--- config.mk ---
export PLATFORM = sky130hd
export DESIGN_NAME = fifo_rd_stream_adapter
export DESIGN_NICKNAME = d
export VERILOG_FILES = /design/src/rtl/fifo_rd_stream_adapter.sv
export SDC_FILE = /design/constraint.sdc
export NUM_CORES = 1
export LEC_CHECK = 0
export BUFFER_PORTS_ARGS = -buffer_cell sky130_fd_sc_hd__buf_2
export CAP_MARGIN = 20
export CORE_AREA = 5 5 98 100
export DETAILED_ROUTE_END_ITERATION = 16
export DIE_AREA = 0 0 103 105
export GPL_TIMING_DRIVEN = 0
export PLACE_DENSITY = 0.74
export SYNTH_ARGS = -nofsm -noshare
export SYNTH_HDL_FRONTEND = slang
export SYNTH_SLANG_ARGS = --single-unit
--- constraint.sdc ---
create_clock -name rd_clk -period 4.7 [get_ports rd_clk]
set_clock_uncertainty 0.05 [all_clocks]
set_input_delay 0.705 -clock rd_clk [delete_from_list [all_inputs] [get_ports rd_clk]]
set_output_delay 0.705 -clock rd_clk [all_outputs]
set_load 0.05 [all_outputs]
--- src/rtl/fifo_rd_stream_adapter.sv ---
// fifo_rd_stream_adapter
// Read-side consumer of an async FIFO in the rd_clk domain. Prefetches words
// into a small circular skid buffer and presents them as a first-word-fall-through
// valid/ready stream. The FIFO read request depends only on registered occupancy
// and the empty flag, so out_ready never reaches back to the FIFO combinationally.
module fifo_rd_stream_adapter #(
  parameter int DATA_WIDTH = 32,
  parameter int BUF_DEPTH  = 3
) (
  input  logic                           rd_clk,
  input  logic                           rd_rst,
  output logic                           fifo_rd_en,
  input  logic [DATA_WIDTH-1:0]          fifo_rd_data,
  input  logic                           fifo_rd_empty,
  output logic                           out_valid,
  input  logic                           out_ready,
  output logic [DATA_WIDTH-1:0]          out_data,
  output logic [$clog2(BUF_DEPTH+1)-1:0] buf_count,
  output logic                           overflow_err
);

  localparam int CNT_W = $clog2(BUF_DEPTH + 1);
  localparam int PTR_W = $clog2(BUF_DEPTH);
  localparam logic [CNT_W:0]   DEPTH_X  = (CNT_W + 1)'(BUF_DEPTH);
  localparam logic [CNT_W-1:0] FULL     = CNT_W'(BUF_DEPTH);
  localparam logic [PTR_W-1:0] LAST_PTR = PTR_W'(BUF_DEPTH - 1);

  logic [DATA_WIDTH-1:0] buf_q [BUF_DEPTH];
  logic [PTR_W-1:0]      head_q, head_d;
  logic [PTR_W-1:0]      tail_q, tail_d;
  logic [CNT_W-1:0]      count_q, count_d;
  logic                  in_flight_q;
  logic                  ovf_q, ovf_d;
  logic                  pop;
  logic                  land_ok;

  // Circular pointer advance; depth need not be a power of two, so wrap explicitly.
  function automatic logic [PTR_W-1:0] ptr_inc(input logic [PTR_W-1:0] p);
    return (p == LAST_PTR) ? '0 : p + 1'b1;
  endfunction

  // A read is issued only if the word it returns is guaranteed a free slot,
  // counting the word already in flight.
  assign fifo_rd_en = !rd_rst && !fifo_rd_empty &&
                      (({1'b0, count_q} + (CNT_W + 1)'(in_flight_q)) < DEPTH_X);

  // Head entry is the stream beat; forced to zero while the buffer is empty.
  assign out_valid    = (count_q != '0);
  assign out_data     = out_valid ? buf_q[head_q] : '0;
  assign buf_count    = count_q;
  assign overflow_err = ovf_q;

  // Next-state for pointers, occupancy and the sticky overflow flag.
  always_comb begin
    pop     = out_valid && out_ready;
    land_ok = in_flight_q && ((count_q != FULL) || pop);
    head_d  = pop ? ptr_inc(head_q) : head_q;
    tail_d  = land_ok ? ptr_inc(tail_q) : tail_q;
    count_d = count_q;
    if (land_ok && !pop) begin
      count_d = count_q + 1'b1;
    end else if (!land_ok && pop) begin
      count_d = count_q - 1'b1;
    end
    ovf_d = ovf_q || (in_flight_q && !land_ok);
  end

  // Control state; reset drops any read in flight.
  always_ff @(posedge rd_clk) begin
    if (rd_rst) begin
      head_q      <= '0;
      tail_q      <= '0;
      count_q     <= '0;
      in_flight_q <= 1'b0;
      ovf_q       <= 1'b0;
    end else begin
      head_q      <= head_d;
      tail_q      <= tail_d;
      count_q     <= count_d;
      in_flight_q <= fifo_rd_en;
      ovf_q       <= ovf_d;
    end
  end

  // Buffer storage: the returning FIFO word lands at tail one cycle after the request.
  always_ff @(posedge rd_clk) begin
    if (!rd_rst && land_ok) begin
      buf_q[tail_q] <= fifo_rd_data;
    end
  end

endmodule

==> key figures <==
Power
  • P_int: 1.64 mW
  • Power Density: 535 mW/mm²
  • Clk pwr share: 22.6%
  • NetSw: 1.05 mW
  • Total power: 2.69 mW
  • Seq pwr share: 40.8%
  • Comb pwr share: 36.6%
  • Switching Share: 39.1%
  • Pleak: 1.83 nW
  • Peak supply drop: 387 µV

Cells and area
  • Register area: 0.00308 mm²
  • Commonest non-fill, non-tap cells in the layout: edfxtp_1, buf_2, nor2_1, mux2i_1, mux2_2
  • # fillers: 698
  • Area delta synth->final: 20.0%
  • Multi-input logic area: 0.00105 mm²
  • Nets: 385
  • Final instance area: 0.00503 mm²
  • Layout cells sized above 1: 39.6%
  • Antenna diode count: 0
  • Final core occ: 58.5%
  • Commonest non-fill, non-tap cell in the layout: edfxtp_1

Routing
  • Via/cell ratio: 5.02
  • Post-DRT Antenna Nets: 0
  • Drt total wl: 7.42 mm
  • Routed len/inst: 16.2 µm
  • Post-route DRC: 0
  • Pre-Repair DR Iteration Count: 4
  • Vias: 2,303
  • Initial DRC count: 98

Min path
  • Worst hold path depth: 2
  • WHS Endpoint: overflow_err
  • Hold Crit Class: register to register
  • Hold Crit Start: overflow_err

Floorplan
  • Starting Density: 48.7%
  • Num rows: 34
  • Die area: 0.0108 mm²
  • Die W: 103 µm
  • Die Y: 105 µm
  • Total core area: 0.00859 mm²
  • Io pins: 73

Clock network
  • Htree depth: 3
  • Clk sinks: 106
  • Clock Latency Late Sink: 0.35 ns
  • Max Buffers Root-to-Sink: 2
  • Root buffer cell: clkbuf_8
  • CTS clk-pin slew, worst paths: 0.09 ns
  • Hold buffers post-CTS: 0
  • Setup bufs post-CTS: 0
  • Total CTS buffers: 9
  • Post-CTS resize count: 0
  • CTS tree: built

Logic synthesis
  • Syn Nets: 289
  • Synth Cell Area: 0.00419 mm²
  • Post-synth ARST share: 0%
  • Post-synthesis cell type count: 26
  • Sequential area share after synthesis: 73.6%
  • Post-synth EDFFs: 96
  • Seq cells post-synth: 106
  • Cell count after synthesis: 250
  • Predominant post-synthesis flop cell: edfxtp_1
  • Yosys Warn Count: 0
  • Mean Syn Cell Area: 16.8 µm²

Placed design
  • Placed cell area: 0.00480 mm²
  • IO Port Bufs: 72
  • Detailed Place HPWL: 5.29 mm
  • Placer Congestion: 0.676

Worst setup path
  • Reg2Reg Depth: 5
  • R2R setup slack: 2.39 ns
  • Crit path max-delay cell type: clkbuf_1
  • CP most frequent cell: nor2_1
  • Setup CP Type: register to output port
  • FF-to-FF End: buf_q[1][12]
  • Worst path cell trace: nor2_1 > clkbuf_1 > nor2_1 > buf_2
  • CP Max Fanout: 10
  • Reg2reg start: buf_count[0]
  • Setup crit end kind: output port
  • Required @ worst endpoint: 3.94 ns
  • Crit path launch type: register
  • Worst EP arrival: 2.04 ns
  • CP peak stage delay: 0.47 ns

Timing
  • Final setup viols: 0
  • Minimum clock period: 2.80 ns
  • FMAX: 0.357 GHz
  • Worst Tran Pin Value: 0.866 ns
  • RSZ-0062 raised after global routing: false
  • Fin. max-slew vios: 0
  • Worst rel slew slack: 42.1%
  • Final Hold Fails: 0
  • Final Cycle Share: 59.5%

Global route
  • First-pass GRT wire length: 12.0 mm
  • Initial antenna violation count: 0
  • Gr usage total: 14.6%
  • Largest net degree at the start of global routing: 19
  • Vias in the first global route: 2,468
  • Remaining Overflow, GRT: 0

Run status
  • Status: finished clean

Run
  • Max Cap Viol: 0
power groups by stage:
stage,Combinational [mW],Sequential [mW],Clock (mW)
2_1_floorplan,0.736,1.14,0
3_3_place_gp,0.980,1.12,0
3_5_place_dp,0.999,1.12,0
4_1_cts,1.00,1.10,0.613
5_1_grt,1.05,1.10,0.659
6_report,0.984,1.10,0.606
worst max path at each step:
stage,startpoint,to,slack (ns),depth (start not counted)
3_5_place_dp,rd_rst,buf_q[1][14],1.91,5
5_1_grt,buf_count[0],out_data[12],1.68,4
2_1_floorplan,rd_rst,buf_q[2][0],-0.16,2
6_report,buf_count[0],out_data[21],1.90,4
4_1_cts,buf_count[0],out_data[2],1.82,4
3_3_place_gp,rd_rst,buf_q[2][20],-2.67,3
critical path: cells and delay by family, from the launching register on:
kind,cells,cell delay [ns]
DFF,1,0.42
and+or+nand+nor,2,0.56
buffers and inverters,2,0.71
cells in the mapped netlist (3+ instances only):
| cell type | number | area share [%] |
|---|---|---|
| edfxtp_1 | 96 | 69 |
| nor2_1 | 35 | 3.1 |
| mux2i_1 | 32 | 7.6 |
| mux2_2 | 24 | 6.5 |
| dfxtp_1 | 10 | 4.8 |
| mux2_1 | 8 | 2.2 |
| a21oi_1 | 6 | 0.72 |
| buf_2 | 5 | 0.60 |
| buf_4 | 3 | 0.54 |
| clkbuf_1 | 3 | 0.27 |
| ha_1 | 3 | 0.90 |
| inv_1 | 3 | 0.27 |
| nand2_1 | 3 | 0.27 |
| o21ai_0 | 3 | 0.36 |
stage by stage:
step                setup WS, ns  setup TNS (ns)  std cells  hold slack (ns)
floorplan                 -0.163          -10.40        250            0.404
global placement           -2.67         -239.15        430            0.405
detailed placement          1.91               0        443            0.420
CTS                         1.82               0        459            0.442
global route                1.68               0        459            0.462
finish                      1.90               0        459            0.441
metal layers:
layer,up-vias,wire length [µm],GRT usage (%)
li1,1132,-,-
met4,0,99,5.55
met5,-,0,0
met3,7,347,2.93
met1,1113,2940,17.1
met2,51,4030,25.9
cells by family (layout without fill, tap and decap cells):
| family | Yosys count | after routing | synth area share, % |
|---|---|---|---|
| muxes | 64 | 64 | 16.2 |
| AOI/OAI and AO/OA | 12 | 12 | 1.70 |
| adders and majority gates | 3 | 3 | 0.896 |
| buffers and inverters | 15 | 116 | 1.79 |
| xor gates and xnor gates | 2 | 2 | 0.418 |
| and+or+nand+nor | 48 | 48 | 5.35 |
| DFF | 106 | 106 | 73.6 |
final cells by class:
type / count / share of cell area (%)
Clock inverter: 7 / 2.02
Timing Repair Buffer: 85 / 9.13
Multi-Input combinational cell: 129 / 20.9
Inverter: 3 / 0.224
Tap cell: 108 / 2.69
Clock buffer: 9 / 2.46
Buffer: 12 / 1.27
Sequential cell: 106 / 61.3
state kept, by name (all words and copies together) (netlist names), named ones only:
signal,cells
tail_q,2
buf_q,96
in_flight_q,1
overflow_err,1
head_q,2
buf_count,2
No activity file was read; power rests on OpenSTA's default activity.
